### src/rtl/seq_frame_tx_if.sv
// seq_frame_tx_if: producer handshake plus serial output bundle for seq_frame_tx
interface seq_frame_tx_if #(
  parameter int DATA_W = 8
);
  logic [DATA_W-1:0] data_in;
  logic valid;
  logic ready;
  logic x;
  logic busy;
  logic done;
  modport master (output data_in, valid, input ready, x, busy, done);
  modport slave (input data_in, valid, output ready, x, busy, done);
endinterface

### src/rtl/seq_frame_tx.sv
// seq_frame_tx: serial framer emitting sync 1011, MSB-first payload, optional even parity, zero gap
module seq_frame_tx #(
  parameter int DATA_W = 8,
  parameter bit PARITY_EN = 1'b1,
  parameter int GAP_BITS = 2
) (
  input logic clk,
  input logic reset,
  seq_frame_tx_if.slave bus
);
  localparam int M1 = DATA_W > 4 ? DATA_W : 4;
  localparam int CMAX = GAP_BITS > M1 ? GAP_BITS : M1;
  localparam int CW = $clog2(CMAX);
  localparam logic [3:0] SYNC_PAT = 4'b1011;
  typedef enum logic [2:0] {IDLE, SYNC, DATA, PAR, GAP} state_t;
  state_t state_q, state_d;
  logic [CW-1:0] cnt_q, cnt_d;
  logic [DATA_W-1:0] sh_q, sh_d;
  logic par_q, par_d, x_q, x_d, done_q, done_d;
  assign bus.ready = (state_q == IDLE) && !reset;
  assign bus.busy = state_q != IDLE;
  assign bus.x = x_q;
  assign bus.done = done_q;
  // state_q/cn_q name the bit currently on x; next values pick the following bit
  always_comb begin
    state_d = state_q;
    cnt_d = cnt_q + 1'b1;
    sh_d = sh_q;
    par_d = par_q;
    done_d = 1'b0;
    case (state_q)
      IDLE: begin
        cnt_d = '0;
        if (bus.valid && bus.ready) begin
          state_d = SYNC;
          sh_d = bus.data_in;
          par_d = ^bus.data_in;
        end
      end
      SYNC: if (cnt_q == CW'(3)) begin
        state_d = DATA;
        cnt_d = '0;
      end
      DATA: if (cnt_q == CW'(DATA_W - 1)) begin
        if (PARITY_EN) state_d = PAR;
        else state_d = GAP;
        cnt_d = '0;
      end
      PAR: begin
        state_d = GAP;
        cnt_d = '0;
      end
      GAP: if (cnt_q == CW'(GAP_BITS - 1)) begin
        state_d = IDLE;
        cnt_d = '0;
        done_d = 1'b1;
      end
      default: begin
        state_d = IDLE;
        cnt_d = '0;
      end
    endcase
    if (state_d == DATA) sh_d = sh_q << 1;
    x_d = state_d == SYNC ? SYNC_PAT[~cnt_d[1:0]] :
          state_d == DATA ? sh_q[DATA_W-1] :
          state_d == PAR ? par_q : 1'b0;
  end
  always_ff @(posedge clk) begin
    if (reset) begin
      state_q <= IDLE;
      cnt_q <= '0;
      sh_q <= '0;
      par_q <= 1'b0;
      x_q <= 1'b0;
      done_q <= 1'b0;
    end else begin
      state_q <= state_d;
      cnt_q <= cnt_d;
      sh_q <= sh_d;
      par_q <= par_d;
      x_q <= x_d;
      done_q <= done_d;
    end
  end
endmodule
### src/flat_wrapper.sv
// flat-port wrapper written by rule: the top's interface ports become plain ports
module seq_frame_tx_flat 
#(
  parameter int DATA_W = 8,
  parameter bit PARITY_EN = 1'b1,
  parameter int GAP_BITS = 2
)
  (clk, reset, bus_data_in, bus_valid, bus_ready, bus_x, bus_busy, bus_done);
  seq_frame_tx_if #(.DATA_W(DATA_W)) bus_i ();
  input logic clk;
  input logic reset;
  input wire logic [$bits(bus_i.data_in)-1:0] bus_data_in;
  input wire logic [$bits(bus_i.valid)-1:0] bus_valid;
  output wire logic [$bits(bus_i.ready)-1:0] bus_ready;
  output wire logic [$bits(bus_i.x)-1:0] bus_x;
  output wire logic [$bits(bus_i.busy)-1:0] bus_busy;
  output wire logic [$bits(bus_i.done)-1:0] bus_done;
  assign bus_i.data_in = bus_data_in;
  assign bus_i.valid = bus_valid;
  assign bus_ready = bus_i.ready;
  assign bus_x = bus_i.x;
  assign bus_busy = bus_i.busy;
  assign bus_done = bus_i.done;
  seq_frame_tx #(.DATA_W(DATA_W), .PARITY_EN(PARITY_EN), .GAP_BITS(GAP_BITS)) u_core (.clk(clk), .reset(reset), .bus(bus_i));
endmodule
### config.mk
export PLATFORM = sky130hd
export DESIGN_NAME = seq_frame_tx_flat
export DESIGN_NICKNAME = d
export VERILOG_FILES = /design/src/rtl/seq_frame_tx_if.sv /design/src/rtl/seq_frame_tx.sv /design/src/flat_wrapper.sv
export SDC_FILE = /design/constraint.sdc
export NUM_CORES = 1
export LEC_CHECK = 0
export CORE_ASPECT_RATIO = 1.1
export CORE_MARGIN = 4
export CORE_UTILIZATION = 44
export DETAILED_ROUTE_END_ITERATION = 10
export PLACE_DENSITY = 0.73
export SYNTH_ARGS = -nofsm -noshare
export SYNTH_HDL_FRONTEND = slang
export SYNTH_SLANG_ARGS = --single-unit
### constraint.sdc
create_clock -name clk -period 3.79 [get_ports clk]
set_input_delay 0.758 -clock clk [delete_from_list [all_inputs] [get_ports clk]]
set_output_delay 0.758 -clock clk [all_outputs]
set_load 0.005 [all_outputs]
Word level (Yosys, flattened, before mapping)
Cells that the tools add are included.
- add/subtract/negate cells: 1
- order comparisons: 1
- equal/unequal tests: 10
- mux-type cells: 18
- bitwise logic cells: 2
- reductions and logical operators: 12
- operator list (kind ; number):
    8-bit 2-to-1 mux ; 3
    3-bit 2-to-1 mux ; 7
    3-bit by 2-bit == test with 1-bit output (second input constant) ; 5
    3-bit case mux with 5 select lines ; 1
    3-bit by 1-bit == test with 1-bit output (second input constant) ; 3
    3-bit case mux with 3 select lines ; 1
    8-bit XOR reduction ; 1
    3-bit == test (second input constant) ; 2
    1-bit 2-to-1 mux ; 5
    2-bit AND reduction ; 2
    2-bit nonzero test ; 2
    2-bit OR reduction ; 2
    3-bit by 1-bit adder with 3-bit output (second input constant) ; 1
    3-bit logical NOT ; 1
    2-bit by 3-bit less-than comparator with 1-bit output (second input constant) ; 1
    3-bit nonzero test ; 1
    1-bit binary-select mux with 2-bit select ; 1
    1-bit logical AND ; 2
    2-bit NOT ; 1
    1-bit logical NOT ; 1
    1-bit NOT ; 1
- flip-flop bits (word level): 17
- input bits: 11
- output and inout bits: 4
- word-level logic and storage cells: 51

Depth between registers and ports, before layout
- depth after elaboration: 9
- depth in mapped cells: 7
- gate-level depth less buffers: 6

Worst setup path after synthesis
OpenSTA, ideal clock, no wires.
- path kind: input-to-output
- start: input reset
- end: output bus_ready
- data arrival time: 1.311 ns
- required time: 3.032 ns
- slack: 1.721 ns
- stages: 3
- path buffers: 2
- cells stage by stage: buf_6 -> nor4_1 -> buf_2
- cells in the longest elaborated chain, start to end: 2
- RTL lines (element ; line ; RTL):
    from (decl) ; flat_wrapper.sv:11 ; input logic reset;
    1-bit logical NOT ; seq_frame_tx.sv:20 ; assign bus.ready = (state_q == IDLE) && !reset;
    1-bit logical AND ; seq_frame_tx.sv:20 ;
    to (decl) ; flat_wrapper.sv:14 ; output wire logic [$bits(bus_i.ready)-1:0] bus_ready;
Every way passes these cells.

Worst setup path in the final report
Same ends and word-level chain as after synthesis.

==> results.md <==
- Worst skew pair latency: 0.29 ns
- Inst Count DP: 150
- Final setup violation count: 0
- DIE WIDTH: between 50 and 60 um
- Via density: roughly 5.4
- Pin count of the biggest net entering global routing: 18
- Post-cts sizing count: 0
- Detail Route Antenna Nets: 0
- Placer congestion estimate: 0.751
- First-pass GRT wire length: 3.44 mm
- Lkg Pwr: ~0.43 nW
- Vias in the first global route: between 800 and 900
- Layout filler cell count: approximately 230
- WL/cell: 13.1 um
- WP data required: approximately 3.0 ns
- Synth Net Count: between 100 and 150
- Core area: 2250 um2
- GRT overflow: 0
- Area fraction of the dominant cell type after synthesis: 0.330
- Remaining DRCs: 0
- Hold_ws: 0.485 ns
- Main area contributors after synthesis: dfxtp_1, a311oi_2, ha_1
- Reg-to-reg setup timing slack: 1.70 ns
- Reg clk slew, reported paths: approximately 0.10 ns
- Count of different cell masters after synthesis: 37
- Fin crit period: roughly 2.9 ns
- I/O pin total: 15
- Met2 wire length: between 1 and 1.5 mm
- Syn_area_per_cell: around 9.2 um2
- Drt total wl: 2.02 mm
- H-tree Lvls: 1
- Met3 Routed Length: slightly above 80 um
- Sequential element share of the synthesized area: 0.330
- GRT Total Usage: 0.144
- Max Freq: 349 MHz
- Num CTS Buffers: 3
- Final std cells w/o fill: between 150 and 200
- Status: finished, final reports clean
- Iter 0 DRT Violations: 9
- Post-Syn Instances: roughly 110
- End of the critical path: bus_ready
- R2r startpoint: u_core.cnt_q[0]$_SDFF_PP0_
- Slew margin rel.: 0.641
- HPWL Detailed: between 1.5 and 2 mm
- Top fanout value on the critical path: 11
- Crit Reg-Reg Endpoint: u_core.bus.x$_SDFF_PP0_
- Top Metal Used: met4
- Layout net count: ~140
- Row Count: 18
- Register-to-Register Path Depth: 6
- Mapped cell area: ~1000 um2
- Design area: 1190 um2
- Initial Utilization: 0.458
- PD cells: 298 nW/um2
- Final worst slack: 0.921 ns
- Hold Crit Class: register to register
- Final Max Tran Viols: 0
- Setup Crit Path Kind: input port to output port
- Final hold violation count: 0
- Pre-CTS WS: between 0.9 and 1 ns
- Die area: approximately 3200 um2
- Clock skew after layout: approximately 0.0022 ns
- CTS sink count: 17
- Die Y: just under 60 um
- FF+latch count, synth: 17
- PnR Total Power: 0.356 mW
- CTS root buffer: clkbuf_4
- Via count: about 840
- Share of cells above drive strength 1: 0.137
- Port bufs: 14
- Max VDD drop: roughly 180 uV
- RSZ-0062 raised after global routing: no
- Met1 WL: approximately 880 um
- Max-Cap Viols: 0
- Setup TNS: 0 ns
- CTS tree: built
- Synth Warn #: 0
- Area leader, netlist: dfxtp_1
- # Post-CTS Setup Buffers: 0
- # hold bufs at CTS: 0
- Fin util: 0.529
- Pin slew with the least headroom to its limit: 0.538 ns
- Startpoint Class: input port
- P&R area growth vs syn: 15.7%
- DRT Pass-1 Iters: 4
- Longest Clk Path Bufs: 2
- Arrival time at the worst endpoint: about 2.1 ns
- Final worst-path cycle share: 0.757
- Initial antenna violation count: 0
- CP startpoint: reset
- # diodes: 0
- CP endpoint kind: output port
- Placement Cell Area: ~1200 um2
per-layer routing:
layer | vias to the layer above | GRT usage
li1 | 424 | -
met1 | 395 | 0.162
met2 | 16 | 0.258
met3 | 2 | 0.0228
met4 | 0 | 0.0641
met5 | - | 0
how the worst min path moves through the flow:
stage	startpoint	to	slack, ns	cells past startpoint
final	u_core.par_q$_SDFFE_PP0P_	u_core.par_q$_SDFFE_PP0P_	0.49	2
after CTS	u_core.par_q$_SDFFE_PP0P_	u_core.par_q$_SDFFE_PP0P_	0.49	2
after detailed placement	u_core.par_q$_SDFFE_PP0P_	u_core.par_q$_SDFFE_PP0P_	0.47	2
after global routing	u_core.par_q$_SDFFE_PP0P_	u_core.par_q$_SDFFE_PP0P_	0.52	2
after global placement	u_core.par_q$_SDFFE_PP0P_	u_core.par_q$_SDFFE_PP0P_	0.46	2
after floorplan	u_core.par_q$_SDFFE_PP0P_	u_core.par_q$_SDFFE_PP0P_	0.45	2
cell usage in the layout, fill, tap and decap left out, types with 2 or more instances in the layout:
master and count:
nor2b_1 2, clkbuf_4 3, clkdlybuf4s50_1 14, a211oi_1 3, a311oi_2 7, inv_1 4, nand3b_1 4, nand3_1 8
dfxtp_1 17, nand2_1 8, a21oi_1 3, o21ai_0 2, nor3_1 2, nor2_1 12, ha_1 6, xnor2_1 7
buf_4 2
synthesized netlist by cell type (all sizes together):
cell type / instances
or2b: 1
and2b: 1
nor4: 1
nor2: 12
nor3: 2
a21o: 1
a21oi: 3
or3b: 1
nand3b: 4
a21boi: 1
or3: 2
nand2: 8
nand2b: 1
o21ai: 3
o311a: 1
nor4b: 2
a211oi: 3
nor2b: 2
dfxtp: 17
buf: 7
xnor2: 7
inv: 4
mux2: 1
nand3: 8
a2bb2oi: 1
o22a: 1
or4: 1
clkbuf: 1
o2bb2ai: 1
a311oi: 7
ha: 6
nor4bb: 1
critical path, cell delays in order:
cell	delay (ns)
clkdlybuf4s50_1	0.42
nor4_1	0.19
buf_4	0.23
clkdlybuf4s50_1	0.52
area by class of cell:
| class | count | area [um2] | share of cell area |
|---|---|---|---|
| Sequential cell | 17 | 340 | 0.285 |
| Tap cell | 30 | 37.5 | 0.0315 |
| Timing Repair Buffer | 16 | 155 | 0.130 |
| Inverter | 4 | 15.0 | 0.0126 |
| Clock buffer | 3 | 22.5 | 0.0189 |
| Clock inverter | 1 | 5.00 | 0.00420 |
| Multi-Input combinational cell | 83 | 617 | 0.517 |
where the power goes:
| group | switching, mW | internal, mW | total [mW] |
|---|---|---|---|
| Combinational | 0.0280 | 0.0366 | 0.0646 |
| Clock | 0.0579 | 0.0392 | 0.0971 |
| Sequential | 0.00677 | 0.187 | 0.194 |
| Total | 0.0927 | 0.263 | 0.356 |
state kept, by name, summed over array words and instances (netlist names):
signal           count
u_core.bus.done      1
u_core.bus.x         1
u_core.cnt_q         3
u_core.par_q         1
u_core.sh_q          8
u_core.state_q       3
kinds of logic after synthesis:
| kind of cell | Yosys count | synth area share |
|---|---|---|
| AOI/OAI and AO/OA | 22 | 0.203 |
| xor gates and xnor gates | 7 | 0.0595 |
| adders and majority gates | 6 | 0.0728 |
| buffers and inverters | 12 | 0.0716 |
| DFF | 17 | 0.330 |
| muxes | 1 | 0.0109 |
| and+or+nand+nor | 47 | 0.252 |
Note: power is estimated with default switching activity, not from simulation.
